## src/rtl/usb_tx_encoder_if.sv

```systemverilog
// rtl/usb_tx_encoder_if.sv - request, FIFO and bus-line signals of the USB transmit encoder
interface usb_tx_encoder_if;
  logic       tx_start;
  logic [3:0] tx_pid;
  logic [7:0] fifo_rdata;
  logic       fifo_empty;
  logic       fifo_renable;
  logic       d_plus;
  logic       d_minus;
  logic       tx_busy;
  logic       tx_done;

  modport master (
    output tx_start, tx_pid, fifo_rdata, fifo_empty,
    input  fifo_renable, d_plus, d_minus, tx_busy, tx_done
  );

  modport slave (
    input  tx_start, tx_pid, fifo_rdata, fifo_empty,
    output fifo_renable, d_plus, d_minus, tx_busy, tx_done
  );
endinterface

```

## src/rtl/usb_tx_encoder.sv

```systemverilog
// rtl/usb_tx_encoder.sv - USB full-speed packet transmitter: SYNC/PID/DATA, bit stuffing, NRZI, EOP
// Define USB_TX_CRC16_EN to append CRC16 to data packets.
module usb_tx_encoder #(
  parameter int CLKS_PER_BIT = 8,
  parameter int MAX_BYTES    = 64
) (
  input  logic            clk,
  input  logic            n_rst,
  usb_tx_encoder_if.slave bus
);
  localparam int TW = $clog2(CLKS_PER_BIT);
  localparam int BW = $clog2(MAX_BYTES + 1);
  localparam logic [TW-1:0] TMR_LAST = TW'(CLKS_PER_BIT - 1);
  localparam logic [TW-1:0] TMR_DONE = TW'(CLKS_PER_BIT - 2);
  localparam logic [BW-1:0] BYTE_MAX = BW'(MAX_BYTES);

  typedef enum logic [2:0] {
    IDLE, SYNC, PID, DATA,
`ifdef USB_TX_CRC16_EN
    CRC,
`endif
    EOP_SE0, EOP_J
  } state_t;

  state_t        state;
  logic [TW-1:0] tmr;
  logic [3:0]    bit_cnt;
  logic [14:0]   shreg;     // bits of the current field still to be sent, next one in [0]
  logic [2:0]    ones;
  logic          line;      // NRZI level, 1 = J
  logic [3:0]    pid;
  logic [BW-1:0] byte_cnt;
`ifdef USB_TX_CRC16_EN
  logic [15:0]   crc;

  function automatic logic [15:0] crc_byte(input logic [15:0] c, input logic [7:0] d);
    logic [15:0] r;
    r = c;
    for (int i = 0; i < 8; i++)
      r = (r[0] ^ d[i]) ? ((r >> 1) ^ 16'hA001) : (r >> 1);
    return r;
  endfunction
`endif

  state_t        adv_state;
  logic [3:0]    adv_cnt;
  logic [14:0]   adv_shreg;
  logic          adv_raw;
  logic          pop;
  logic          byte_end;
  logic          nrz_line;

  // Next raw bit after the one on the line; only used at a non-stuff bit boundary.
  always_comb begin
    adv_state = state;
    adv_cnt   = bit_cnt + 4'd1;
    adv_shreg = {1'b0, shreg[14:1]};
    adv_raw   = shreg[0];
    pop       = 1'b0;
    byte_end  = 1'b0;
    case (state)
      SYNC: if (bit_cnt == 4'd7) begin
        adv_state = PID;
        adv_cnt   = 4'd0;
        adv_shreg = {8'h00, ~pid, pid[3:1]};
        adv_raw   = pid[0];
      end
      PID: if (bit_cnt == 4'd7) begin
        if (pid[1:0] == 2'b11) byte_end = 1'b1;
        else begin
          adv_state = EOP_SE0;
          adv_cnt   = 4'd0;
        end
      end
      DATA: if (bit_cnt == 4'd7) byte_end = 1'b1;
`ifdef USB_TX_CRC16_EN
      CRC: if (bit_cnt == 4'd15) begin
        adv_state = EOP_SE0;
        adv_cnt   = 4'd0;
      end
`endif
      EOP_SE0: if (bit_cnt == 4'd1) adv_state = EOP_J;
      EOP_J: adv_state = IDLE;
      default: ;
    endcase
    if (byte_end) begin
      adv_cnt = 4'd0;
      if (!bus.fifo_empty && byte_cnt < BYTE_MAX) begin
        adv_state = DATA;
        adv_shreg = {8'h00, bus.fifo_rdata[7:1]};
        adv_raw   = bus.fifo_rdata[0];
        pop       = 1'b1;
      end else begin
`ifdef USB_TX_CRC16_EN
        adv_state = CRC;
        adv_shreg = ~crc[15:1];
        adv_raw   = ~crc[0];
`else
        adv_state = EOP_SE0;
`endif
      end
    end
    nrz_line = adv_raw ? line : ~line;
  end

  always_ff @(posedge clk or posedge n_rst) begin
    if (n_rst) begin
      state            <= IDLE;
      tmr              <= '0;
      bit_cnt          <= '0;
      shreg            <= '0;
      ones             <= '0;
      line             <= 1'b1;
      pid              <= '0;
      byte_cnt         <= '0;
      bus.d_plus       <= 1'b1;
      bus.d_minus      <= 1'b0;
      bus.tx_busy      <= 1'b0;
      bus.tx_done      <= 1'b0;
      bus.fifo_renable <= 1'b0;
`ifdef USB_TX_CRC16_EN
      crc              <= '0;
`endif
    end else begin
      bus.fifo_renable <= 1'b0;
      bus.tx_done      <= (state == EOP_J) && (tmr == TMR_DONE);
      if (state == IDLE) begin
        if (bus.tx_start) begin
          state       <= SYNC;
          tmr         <= '0;
          bit_cnt     <= '0;
          shreg       <= 15'h0040;
          ones        <= '0;
          pid         <= bus.tx_pid;
          byte_cnt    <= '0;
          line        <= 1'b0;
          bus.d_plus  <= 1'b0;
          bus.d_minus <= 1'b1;
          bus.tx_busy <= 1'b1;
`ifdef USB_TX_CRC16_EN
          crc         <= 16'hFFFF;
`endif
        end
      end else if (tmr != TMR_LAST) begin
        tmr <= tmr + TW'(1);
      end else begin
        tmr <= '0;
        if (ones == 3'd6) begin
          // stuffed zero: toggle, field position unchanged
          line        <= ~line;
          bus.d_plus  <= ~line;
          bus.d_minus <= line;
          ones        <= '0;
        end else begin
          state   <= adv_state;
          bit_cnt <= adv_cnt;
          shreg   <= adv_shreg;
          if (pop) begin
            bus.fifo_renable <= 1'b1;
            byte_cnt         <= byte_cnt + BW'(1);
`ifdef USB_TX_CRC16_EN
            crc              <= crc_byte(crc, bus.fifo_rdata);
`endif
          end
          case (adv_state)
            EOP_SE0: begin
              bus.d_plus  <= 1'b0;
              bus.d_minus <= 1'b0;
              ones        <= '0;
            end
            EOP_J: begin
              bus.d_plus  <= 1'b1;
              bus.d_minus <= 1'b0;
              line        <= 1'b1;
            end
            IDLE: bus.tx_busy <= 1'b0;
            default: begin
              line        <= nrz_line;
              bus.d_plus  <= nrz_line;
              bus.d_minus <= ~nrz_line;
              ones        <= adv_raw ? ones + 3'd1 : 3'd0;
            end
          endcase
        end
      end
    end
  end
endmodule

```

## src/flat_wrapper.sv

```systemverilog
// flat-port wrapper written by rule: the top's interface ports become plain ports
module usb_tx_encoder_flat 
#(
  parameter int CLKS_PER_BIT = 8,
  parameter int MAX_BYTES    = 64
)
  (clk, n_rst, bus_tx_start, bus_tx_pid, bus_fifo_rdata, bus_fifo_empty, bus_fifo_renable, bus_d_plus, bus_d_minus, bus_tx_busy, bus_tx_done);
  usb_tx_encoder_if bus_i ();
  input  logic clk;
  input  logic n_rst;
  input wire logic [$bits(bus_i.tx_start)-1:0] bus_tx_start;
  input wire logic [$bits(bus_i.tx_pid)-1:0] bus_tx_pid;
  input wire logic [$bits(bus_i.fifo_rdata)-1:0] bus_fifo_rdata;
  input wire logic [$bits(bus_i.fifo_empty)-1:0] bus_fifo_empty;
  output wire logic [$bits(bus_i.fifo_renable)-1:0] bus_fifo_renable;
  output wire logic [$bits(bus_i.d_plus)-1:0] bus_d_plus;
  output wire logic [$bits(bus_i.d_minus)-1:0] bus_d_minus;
  output wire logic [$bits(bus_i.tx_busy)-1:0] bus_tx_busy;
  output wire logic [$bits(bus_i.tx_done)-1:0] bus_tx_done;
  assign bus_i.tx_start = bus_tx_start;
  assign bus_i.tx_pid = bus_tx_pid;
  assign bus_i.fifo_rdata = bus_fifo_rdata;
  assign bus_i.fifo_empty = bus_fifo_empty;
  assign bus_fifo_renable = bus_i.fifo_renable;
  assign bus_d_plus = bus_i.d_plus;
  assign bus_d_minus = bus_i.d_minus;
  assign bus_tx_busy = bus_i.tx_busy;
  assign bus_tx_done = bus_i.tx_done;
  usb_tx_encoder #(.CLKS_PER_BIT(CLKS_PER_BIT), .MAX_BYTES(MAX_BYTES)) u_core (.clk(clk), .n_rst(n_rst), .bus(bus_i));
endmodule
```

## config.mk

```make
export PLATFORM = sky130hd
export DESIGN_NAME = usb_tx_encoder_flat
export DESIGN_NICKNAME = d
export VERILOG_FILES = /design/src/rtl/usb_tx_encoder_if.sv /design/src/rtl/usb_tx_encoder.sv /design/src/flat_wrapper.sv
export SDC_FILE = /design/constraint.sdc
export NUM_CORES = 1
export LEC_CHECK = 0
export ABC_AREA = 1
export CORE_ASPECT_RATIO = 0.6
export CORE_MARGIN = 1
export CORE_UTILIZATION = 28
export DETAILED_ROUTE_END_ITERATION = 10
export PLACE_DENSITY = 0.53
export SLEW_MARGIN = 5
export SYNTH_ARGS = -nofsm -noshare
export SYNTH_HDL_FRONTEND = slang
export SYNTH_SLANG_ARGS = --single-unit
```

## constraint.sdc

```tcl
create_clock -name clk -period 2.2 [get_ports clk]
set_clock_uncertainty 0.2 [all_clocks]
set_input_delay 0.44 -clock clk [delete_from_list [all_inputs] [get_ports clk]]
set_output_delay 0.44 -clock clk [all_outputs]
set_load 0.005 [all_outputs]
```

==> results of run 1 <==
-- where the power goes --
group          internal, mW  switching (mW)  total [mW]
clock network         0.565           0.290       0.855
logic                0.0272          0.0201      0.0473
registers             0.681               0       0.681
total                  1.27           0.310        1.58
-- synthesized netlist by cell type (all sizes together) (2+ instances only) --
| library cell | count |
|---|---|
| nand2 | 76 |
| inv | 36 |
| dfrtp | 35 |
| nand3 | 27 |
| o21ai | 24 |
| nor2 | 20 |
| nand4 | 9 |
| ha | 8 |
| o211ai | 6 |
| a21oi | 4 |
| buf | 3 |
| nor3 | 3 |
| dfstp | 2 |
| xor2 | 2 |
-- flip-flops by register name, summed over array words and instances (netlist names), 3 cells and up --
register,flops
u_core.pid,4
u_core.state,3
u_core.shreg,7
u_core.bit_cnt,4
u_core.ones,3
u_core.byte_cnt,7
u_core.tmr,3
-- per-stage QoR --
| step | cells | power, mW | instance area [um2] | utilization [%] | worst slack (ns) |
|---|---|---|---|---|---|
| CTS | 406 | 1.61 | 2760 | 37.4 | 0.132 |
| global placement | 398 | 0.742 | 2580 | 35.0 | 0.00417 |
| detailed placement | 398 | 0.742 | 2580 | 35.0 | -0.0498 |
| global route | 410 | 1.64 | 2820 | 38.1 | -0.0150 |
| floorplan | 265 | 0.704 | 2180 | - | 0.368 |
| finish | 410 | 1.58 | 2820 | 38.1 | 0.115 |
-- worst paths after layout --
kind / start / end / slack (ns) / cells past startpoint
setup / recovery: u_core.bit_cnt[0] / u_core.bus.tx_busy / 0.11 / 11
hold / removal: u_core.shreg[5] / u_core.shreg[5] / 0.30 / 2
setup reg to reg: u_core.bit_cnt[0] / u_core.bus.tx_busy / 0.11 / 11
hold reg to reg: u_core.shreg[5] / u_core.shreg[5] / 0.30 / 2
max in group asynchronous: n_rst / u_core.line / 1.24 / 3
min in group asynchronous: n_rst / u_core.ones[0] / 0.31 / 3
-- worst reg2reg max path: stages, from the launching register on --
cell and delay (ns):
dfrtp_1 0.39, ha_2 0.20, nand2_2 0.10, nor2_8 0.21, nand2_1 0.07, nand2_1 0.09
nand3_1 0.09, nand2_2 0.11, nand3_1 0.10, buf_4 0.15, o31ai_1 0.18, nand2_1 0.08
-- logic make-up (layout without fill, tap and decap cells) --
group,Yosys count,after routing,synth area share (%)
AOI/OAI and AO/OA,41,41,11.4
and+or+nand+nor,137,137,32.5
adders and majority gates,8,8,4.60
xor gates and xnor gates,3,3,1.21
DFF,37,37,42.6
buffers and inverters,39,80,7.64
-- final cells by class --
class	instances	area [um2]	share of cell area, %
Clock buffer	6	139	4.93
Clock inverter	2	37.5	1.33
Timing Repair Buffer	36	333	11.8
Sequential cell	37	930	33.0
Multi-Input combinational cell	189	1110	39.3
Tap cell	104	130	4.62
Inverter	36	140	4.98
-- layer usage --
metal	GRT usage (%)	vias up	wire (um)
li1	-	962	-
met1	24.3	862	3060
met2	17.1	40	1880
met3	4.77	7	353
met4	4.70	0	70
met5	0	-	0
-- placed cells by master (no fill, tap or decap), types with 6 or more instances in the layout --
cell              n
nand2_1          63
dfrtp_1          34
inv_1            30
nand3_1          24
clkdlybuf4s50_1  20
o21ai_0          19
buf_4            15
nor2_1           14
nand2_2           8
nand4_1           8
ha_1              7
o211ai_1          6
-- repair_timing --
action / CTS / global route
buffers inserted: 0 / 4
gates resized for setup: 0 / 11
setup endpoints to repair: 0 / 7
==> summary.txt, run 1 <==
Setup path
  • Cell chain of the critical path: ha_2 > nand2_2 > nor2_8 > nand2_1 > nand2_1 > nand3_1 > nand2_2 > nand3_1 > buf_4 > o31ai_1 > nand2_1
  • CP Data Required Time: 2.17 ns
  • Most used cell, CP: nand2_1
  • Max incr delay on CP: 0.39 ns
  • Crit Path Max Fanout: 7
  • Slowest cell on the critical path: dfrtp_1
  • CP Data Arrival Time: between 2 and 2.5 ns
  • Worst Path Buf+Inv: 1
  • Crit path max-delay family: simple AND/OR/NAND/NOR gates
  • CP Capture Type: flip-flop
  • CP Class: reg2reg
  • Worst Setup Start Kind: flip-flop

Clocking
  • Clk sink count: 37
  • CTS tree: yes
  • Max clock buf depth: 2
  • CTS H-tree depth: 2
  • CTS clock-pin slew for the worst setup and hold paths: about 0.06 ns
  • Clk root buf: clkbuf_16
  • Skew-Pair Late Insertion Delay: 0.29 ns
  • CTS Buf Count: 5
  • Hold-fix buffers, CTS: 0

Run
  • Max cap viols: 0

STA
  • Fin. Hold Viols: 0
  • Finish-stage setup viols: 0
  • Setup TNS: 0 ns
  • Worst rel slew slack: 79.3%
  • Fin crit share: between 90 and 100%
  • Worst slew pin tran: around 0.31 ns
  • F_max: 480 MHz
  • Max-slew violation count: 0
  • Post-layout minimum cycle time: 2.09 ns
  • Hold WS: 0.299 ns

Synthesis
  • Cell Area, Synth: 2180 um2
  • Yosys top cell area share: between 40% and 50%
  • YS warnings: 0
  • Syn_area_per_cell: around 8 um2
  • Largest cells by area after synthesis: dfrtp_1 (40%), nand2_1 (11%), nand3_1 (6.0%)
  • Synth Net Count: 289
  • Yosys cell types: 37
  • Synth Instances: between 200 and 300
  • Top_reg_cell synth: dfrtp_1
  • Register area share after synthesis: a little over two fifths
  • Post-synth EDFFs: 0
  • Seq cells post-synth: 37
  • Yosys top cell by area: dfrtp_1
  • Asr flop ratio synth: 100%

Global routing
  • Initial antenna violation count: 0
  • GRT Total Usage: about 15%
  • GRT overflow: 0
  • Global-route wire length before repair: between 9 and 10 mm
  • Vias in the first global route: approximately 1800
  • Pin count of the biggest net entering global routing: 38

Cells and area
  • Fillers: between 700 and 800
  • # diodes: 0
  • Final Net Count: 329
  • Share of post-route cells with drive strength above 1: about a fifth
  • Area Growth Syn to Fin: 29.2%

Floorplanning
  • Die height: approximately 70 um
  • Initial Util: between 20% and 30%
  • Chip width: ~120 um
  • Core Box Area: approximately 7400 um2
  • Die area: 8150 um2
  • # rows: 24
  • # IOs: 21

Status
  • Outcome: complete, no violations

Route
  • Final ANT Viol Nets: 0
  • TritonRoute pass-1 iters: 5
  • Drt drc: 0
  • Final wirelength: ~5.4 mm
  • Routed length per instance: between 10 and 15 um
  • First-iteration detailed-routing DRC count: ~120
  • DR vias/cell: 4.56
  • DR vias: around 1900

Placed design
  • Hpwl dp: 4.03 mm
  • # port buffers: 20
  • GPL Wtd Cong: 0.838

Power and ir drop
  • Maximum VDD drop: approximately 0.26 mV
  • Pwr dens: approximately 560 nW/um2
  • Leakage: 1.38 nW

Hold path
  • Min-Delay Path Class: reg2reg
No activity file was read; power rests on OpenSTA's default activity.
==> run 2, diff against run 1 <==
==> constraint.sdc (replaced) <==
create_clock -name clk -period 2.2 [get_ports clk]
set_clock_uncertainty 0.2 [all_clocks]
set_input_delay 0.55 -clock clk [delete_from_list [all_inputs] [get_ports clk]]
set_output_delay 0.55 -clock clk [all_outputs]
set_load 0.005 [all_outputs]
==> summary.txt, run 2 (synthesized netlist as in run 1, its figures left out) <==
Cells and area
  • Largest registers: u_core.byte_cnt (7), u_core.shreg (7)
  • Area Growth Syn to Fin: 30.0%
  • Layout Cells excl Fill: 413 (+0.73%)
  • Most frequent cells in the layout: nand2_1 (63), dfrtp_1 (35), inv_1 (32), nand3_1 (24)
  • Share of post-route cells with drive strength above 1: 19.7% (-0.19 points)
  • Final Core Density: 38.3% (+0.22 points)
  • Final Net Count: 332 (+0.91%)
  • Commonest non-fill, non-tap cell in the layout: nand2_1
  • Design Area, Final: 2830 um2 (+0.58%)
  • # diodes: 0 (unchanged)
  • Seq. cell area: 928 um2 (-0.13%)
  • Area of the multi-input gates: 1100 um2 (-0.45%)
  • Fillers: 763 (-0.52%)

Placed design
  • Placed Instances: 403 (+1.3%)
  • Hpwl dp: 4.06 mm (+0.66%)
  • # port buffers: 20 (unchanged)
  • GPL Wtd Cong: 0.839 (+0.17%)
  • DP Area: 2640 um2 (+1.9%)

STA
  • Fin. Hold Viols: 0 (unchanged)
  • Max-slew violation count: 0 (unchanged)
  • Hold WS: 0.303 ns (+0.00427 ns)
  • Fin crit share: 93.7% (-1.1 points)
  • RSZ-0062 raised after global routing: yes
  • Finish-stage setup viols: 0 (unchanged)
  • Worst rel slew slack: 80.2% (+0.84 points)
  • Worst slew pin tran: 0.295 ns (-0.0125 ns)
  • F_max: 485 MHz (+1.2%)
  • Post-layout minimum cycle time: 2.06 ns (-0.0243 ns)

Setup path
  • Crit Path Max Fanout: 2 (-5)
  • Crit path max-delay family: flip-flops
  • Max incr delay on CP: 0.53 ns (+0.14 ns)
  • Slowest cell on the critical path: dfstp_2
  • CP Class: reg2out
  • Cell chain of the critical path: clkdlybuf4s50_1
  • Worst Setup Start Kind: flip-flop
  • CP Data Required Time: 1.45 ns (-0.72 ns)
  • CP Data Arrival Time: 1.31 ns (-0.74 ns)
  • Worst Path Buf+Inv: 1 (unchanged)
  • CP Capture Type: output pin

Clocking
  • Max clock buf depth: 2 (unchanged)
  • Clk sink count: 37 (unchanged)
  • CTS clock-pin slew for the worst setup and hold paths: 0.06 ns (about the same)
  • CTS tree: yes
  • Clk root buf: clkbuf_16
  • CTS Buf Count: 5 (unchanged)
  • CTS H-tree depth: 2 (unchanged)
  • Hold-fix buffers, CTS: 0 (unchanged)
  • Skew-Pair Late Insertion Delay: 0.29 ns (about the same)

Route
  • Final ANT Viol Nets: 0 (unchanged)
  • First-iteration detailed-routing DRC count: 146 (+19%)
  • TritonRoute pass-1 iters: 4 (-1)
  • DR vias: 1862 (-0.48%)
  • Drt drc: 0 (unchanged)
  • DR vias/cell: 4.51 (-1.2%)
  • Routed length per instance: 13.2 um (+0.64%)
  • Final wirelength: 5.44 mm (+1.4%)

Power and ir drop
  • Maximum VDD drop: 0.206 mV (-21%)
  • Pwr dens: 545 nW/um2 (-3.0%)
  • Leakage: 1.40 nW (+1.6%)
  • Reg power frac: 44.1% (+1.1 points)
  • Internal Power: 1.24 mW (-2.5%)
  • Comb pwr share: 3.2% (+0.2 points)
  • Pwr Total: 1.54 mW (-2.5%)
  • Clock power share: 52.7% (-1.3 points)
  • Switch Pwr: 0.302 mW (-2.6%)
  • Switching portion of total power: 19.5% (-0.025 points)

Run
  • Max cap viols: 0 (unchanged)

Floorplanning
  • Initial Util: 29.5% (unchanged)
  • Chip width: 116 um (unchanged)
  • # IOs: 21 (unchanged)
  • # rows: 24 (unchanged)
  • Die area: 8150 um2 (unchanged)
  • Die height: 70.3 um (unchanged)
  • Core Box Area: 7390 um2 (unchanged)

Global routing
  • Vias in the first global route: 1732 (-1.8%)
  • GRT Total Usage: 15.1% (+0.27 points)
  • Initial antenna violation count: 0 (unchanged)
  • Global-route wire length before repair: 9.03 mm (unchanged)
  • GRT overflow: 0 (unchanged)
  • Pin count of the biggest net entering global routing: 38 (unchanged)

Hold path
  • Min-Delay Path Class: reg2reg

Status
  • Outcome: complete, no violations
==> run 2: path summary, 6_finish.rpt <==
kind	depth (start not counted)	slack, ns	startpoint	end
worst max-delay path	1	0.14	u_core.bus.d_plus	bus_d_plus
worst min-delay path	2	0.30	u_core.shreg[0]	u_core.shreg[0]
worst max register to register	11	0.15	u_core.bit_cnt[0]	u_core.bus.tx_busy
worst min register to register	2	0.30	u_core.shreg[0]	u_core.shreg[0]
max in group asynchronous	3	1.13	n_rst	u_core.bus.d_plus
min in group asynchronous	3	0.41	n_rst	u_core.ones[0]
==> run 2: what timing repair did <==
item,in CTS,in global routing
setup endpoints to repair,0,6
resized for setup,0,7
buffers inserted,0,2
==> run 2: per-layer routing <==
| metal | vias to the layer above | track usage [%] | wire [um] |
|---|---|---|---|
| met1 | 855 | 23.8 | 3040 |
| li1 | 967 | - | - |
| met5 | - | 0 | 0 |
| met2 | 32 | 18.1 | 1990 |
| met3 | 8 | 4.95 | 322 |
| met4 | 0 | 5.56 | 80 |
==> run 2: layout make-up <==
type	count	area share (%)
clock buffers	6	4.55
clock inverters	2	1.24
inverters	36	4.95
multi-input cells	189	38.9
flip-flops and latches	37	32.8
well taps	104	4.60
repair buffers	39	13.0
==> run 2: metrics by stage <==
| stage | setup TNS (ns) | setup slack, ns |
|---|---|---|
| after floorplan | 0 | 0.368 |
| after global placement | -1.12 | -0.0914 |
| after detailed placement | -1.68 | -0.143 |
| after CTS | 0 | 0.0829 |
| after global routing | -0.0355 | -0.0224 |
| final | 0 | 0.139 |
==> run 2: power by group through the flow <==
stage | clock network (mW) | logic [mW] | registers, mW
after floorplan | 0 | 0.0110 | 0.693
after global placement | 0 | 0.0507 | 0.693
after detailed placement | 0 | 0.0504 | 0.693
after CTS | 0.832 | 0.0507 | 0.681
after global routing | 0.870 | 0.0551 | 0.680
final | 0.814 | 0.0488 | 0.681
==> run 3, diff against run 2 <==
--- a/config.mk
+++ b/config.mk
@@ -6,12 +6,12 @@
 export NUM_CORES = 1
 export LEC_CHECK = 0
 export ABC_AREA = 1
-export CORE_ASPECT_RATIO = 0.6
+export CORE_ASPECT_RATIO = 1.25
 export CORE_MARGIN = 1
 export CORE_UTILIZATION = 28
 export DETAILED_ROUTE_END_ITERATION = 10
 export PLACE_DENSITY = 0.53
-export SLEW_MARGIN = 5
+export SLEW_MARGIN = 10
 export SYNTH_ARGS = -nofsm -noshare
 export SYNTH_HDL_FRONTEND = slang
 export SYNTH_SLANG_ARGS = --single-unit
==> summary.txt, run 3 (synthesized netlist as in run 1, its figures left out) <==
Status
  • Outcome: complete, no violations

Cells and area
  • Most frequent cells in the layout: nand2_1 (64), dfrtp_1 (35), inv_1 (34), nand3_1 (24)
  • Commonest non-fill, non-tap cell in the layout: nand2_1
  • Area Growth Syn to Fin: 25.7%
  • Largest registers: u_core.byte_cnt (7), u_core.shreg (7)
  • Fillers: 790 (+3.5%)
  • # diodes: 0 (unchanged)
  • Final Net Count: 333 (+0.30%)
  • Design Area, Final: 2740 um2 (-3.3%)
  • Share of post-route cells with drive strength above 1: 18.8% (-0.97 points)

Clocking
  • Clk root buf: clkbuf_8
  • CTS tree: yes
  • Max clock buf depth: 2 (unchanged)
  • Clk sink count: 37 (unchanged)
  • CTS H-tree depth: 2 (unchanged)
  • CTS clock-pin slew for the worst setup and hold paths: 0.07 ns (about the same)
  • Skew-Pair Late Insertion Delay: 0.29 ns (about the same)
  • CTS Buf Count: 5 (unchanged)

Hold path
  • Worst hold start: u_core.pid[2]
  • Min-Delay Path Class: reg2reg

Route
  • Final ANT Viol Nets: 0 (unchanged)
  • DR vias/cell: 4.58 (+1.5%)
  • Routed length per instance: 12.5 um (-5.3%)
  • TritonRoute pass-1 iters: 4 (unchanged)
  • Final wirelength: 5.00 mm (-8.1%)
  • Drt drc: 0 (unchanged)
  • First-iteration detailed-routing DRC count: 77 (-47%)
  • DR vias: 1835 (-1.5%)

Floorplanning
  • Die area: 8140 um2 (-0.11%)
  • Initial Util: 29.3% (-0.23 points)
  • Core Box Area: 7440 um2 (+0.78%)
  • Chip width: 80.9 um (-30%)
  • Die height: 101 um (+43%)
  • # rows: 35 (+46%)
  • # IOs: 21 (unchanged)

STA
  • Setup TNS: 0 ns (unchanged)
  • Finish-stage setup viols: 0 (unchanged)
  • Post-layout minimum cycle time: 2.06 ns (-0.00301 ns)
  • Worst rel slew slack: 80.6% (+0.42 points)
  • Max-slew violation count: 0 (unchanged)
  • F_max: 486 MHz (+0.15%)
  • Fin. Hold Viols: 0 (unchanged)
  • Fin crit share: 93.6% (-0.14 points)
  • Worst setup margin: 0.142 ns (+0.00301 ns)
  • Worst slew pin tran: 0.289 ns (-0.00629 ns)

Global routing
  • Grt met1 use: 17.6% (-6.3 points)
  • Met3 Use GR: 2.71% (-2.2 points)
  • Pin count of the biggest net entering global routing: 38 (unchanged)
  • M2 GR Usage: 23.6% (+5.5 points)
  • GRT overflow: 0 (unchanged)
  • Vias in the first global route: 1851 (+6.9%)
  • Global-route wire length before repair: 8.64 mm (-4.4%)
  • GR peak layer: met2
  • Initial antenna violation count: 0 (unchanged)
  • GRT Total Usage: 13.9% (-1.2 points)

Power and ir drop
  • Pwr dens: 443 nW/um2 (-19%)
  • Maximum VDD drop: 0.206 mV (-0.22%)
  • Comb pwr share: 3.9% (+0.7 points)
  • Reg power frac: 56.1% (+12 points)
  • Clock power share: 40.1% (-13 points)
  • Switch Pwr: 0.257 mW (-15%)
  • Switching portion of total power: 21.2% (+1.7 points)
  • Leakage: 1.37 nW (-2.1%)
  • Internal Power: 0.956 mW (-23%)

Setup path
  • CP Class: reg2out
  • Cell depth of the worst flop-to-flop path: 9 (-2)
  • Setup crit end: bus_d_plus
  • Worst r2r src: u_core.bit_cnt[1]
  • Cell chain of the critical path: clkdlybuf4s50_1
  • CP Data Required Time: 1.45 ns (about the same)
  • Slowest cell on the critical path: dfstp_2
  • Crit path from: u_core.bus.d_plus
  • Worst Setup Start Kind: flip-flop
  • Crit Path Max Fanout: 2 (unchanged)
  • Max incr delay on CP: 0.53 ns (about the same)
  • Critical Path Stages: 1 (unchanged)
  • Worst Path Buf+Inv: 1 (unchanged)
  • R2R Path End: u_core.bus.tx_busy
  • Crit path max-delay family: flip-flops
  • Worst R2R Setup Slack: 0.15 ns (about the same)
  • CP Capture Type: output pin
  • CP Data Arrival Time: 1.31 ns (about the same)

Placed design
  • DP Area: 2610 um2 (-1.0%)
  • GPL Wtd Cong: 0.858 (+2.3%)
  • Hpwl dp: 3.83 mm (-5.7%)
  • # port buffers: 20 (unchanged)
  • Dpl ws: -0.144 ns (-0.00165 ns)

Run
  • Max cap viols: 0 (unchanged)
==> run 3: cell types whose count changed in the layout (fill, tap and decap cells not counted), moves of 2 or more <==
| cell | delta |
|---|---|
| clkbuf_16 | -5 |
| inv_1 | +2 |
| nand2_2 | -2 |
| clkbuf_8 | +6 |
| buf_4 | +2 |
| inv_2 | -2 |
==> run 3: power by group through the flow <==
stage | Combinational [mW] | Sequential [mW] | Clock [mW]
5_1_grt | 0.0532 | 0.680 | 0.544
6_report | 0.0473 | 0.680 | 0.486
2_1_floorplan | 0.0110 | 0.693 | 0
3_5_place_dp | 0.0490 | 0.693 | 0
4_1_cts | 0.0493 | 0.680 | 0.509
3_3_place_gp | 0.0486 | 0.693 | 0
==> run 3: layout make-up <==
cell class | count | area [um2] | area share [%]
Tap cell | 92 | 115 | 4.20
Multi-Input combinational cell | 189 | 1110 | 40.4
Timing Repair Buffer | 40 | 363 | 13.2
Inverter | 36 | 140 | 5.12
Clock buffer | 7 | 86.3 | 3.15
Sequential cell | 37 | 928 | 33.9
==> run 3: through the flow <==
stage | total power, mW | instances | hold WS (ns) | util [%]
finish | 1.21 | 401 | 0.297 | 36.8
global placement | 0.742 | 391 | 0.268 | 35.0
detailed placement | 0.742 | 391 | 0.281 | 35.0
floorplan | 0.704 | 265 | 0.249 | -
CTS | 1.24 | 398 | 0.301 | 36.2
global route | 1.28 | 401 | 0.318 | 36.8
==> run 3: worst min path at each step <==
stage                       to  cells past startpoint
6_report         u_core.pid[2]                      2
3_3_place_gp     u_core.pid[2]                      2
4_1_cts          u_core.pid[2]                      2
5_1_grt        u_core.shreg[0]                      2
2_1_floorplan    u_core.pid[2]                      2
3_5_place_dp     u_core.pid[2]                      2
==> run 3: layer usage <==
layer / routed length [um] / share of wire, % / vias to the layer above
met5: 0 / 0 / -
met4: 72 / 1.4 / 0
met3: 97 / 1.9 / 5
met2: 2530 / 51 / 16
met1: 2300 / 46 / 846
li1: - / - / 968
==> run 3: repair_timing <==
item / 4_1_cts / 5_1_grt
setup endpoints to repair: 0 / 5
setup buffers: 0 / 3
gates resized for setup: 0 / 5
hold buffers: 0 / 0
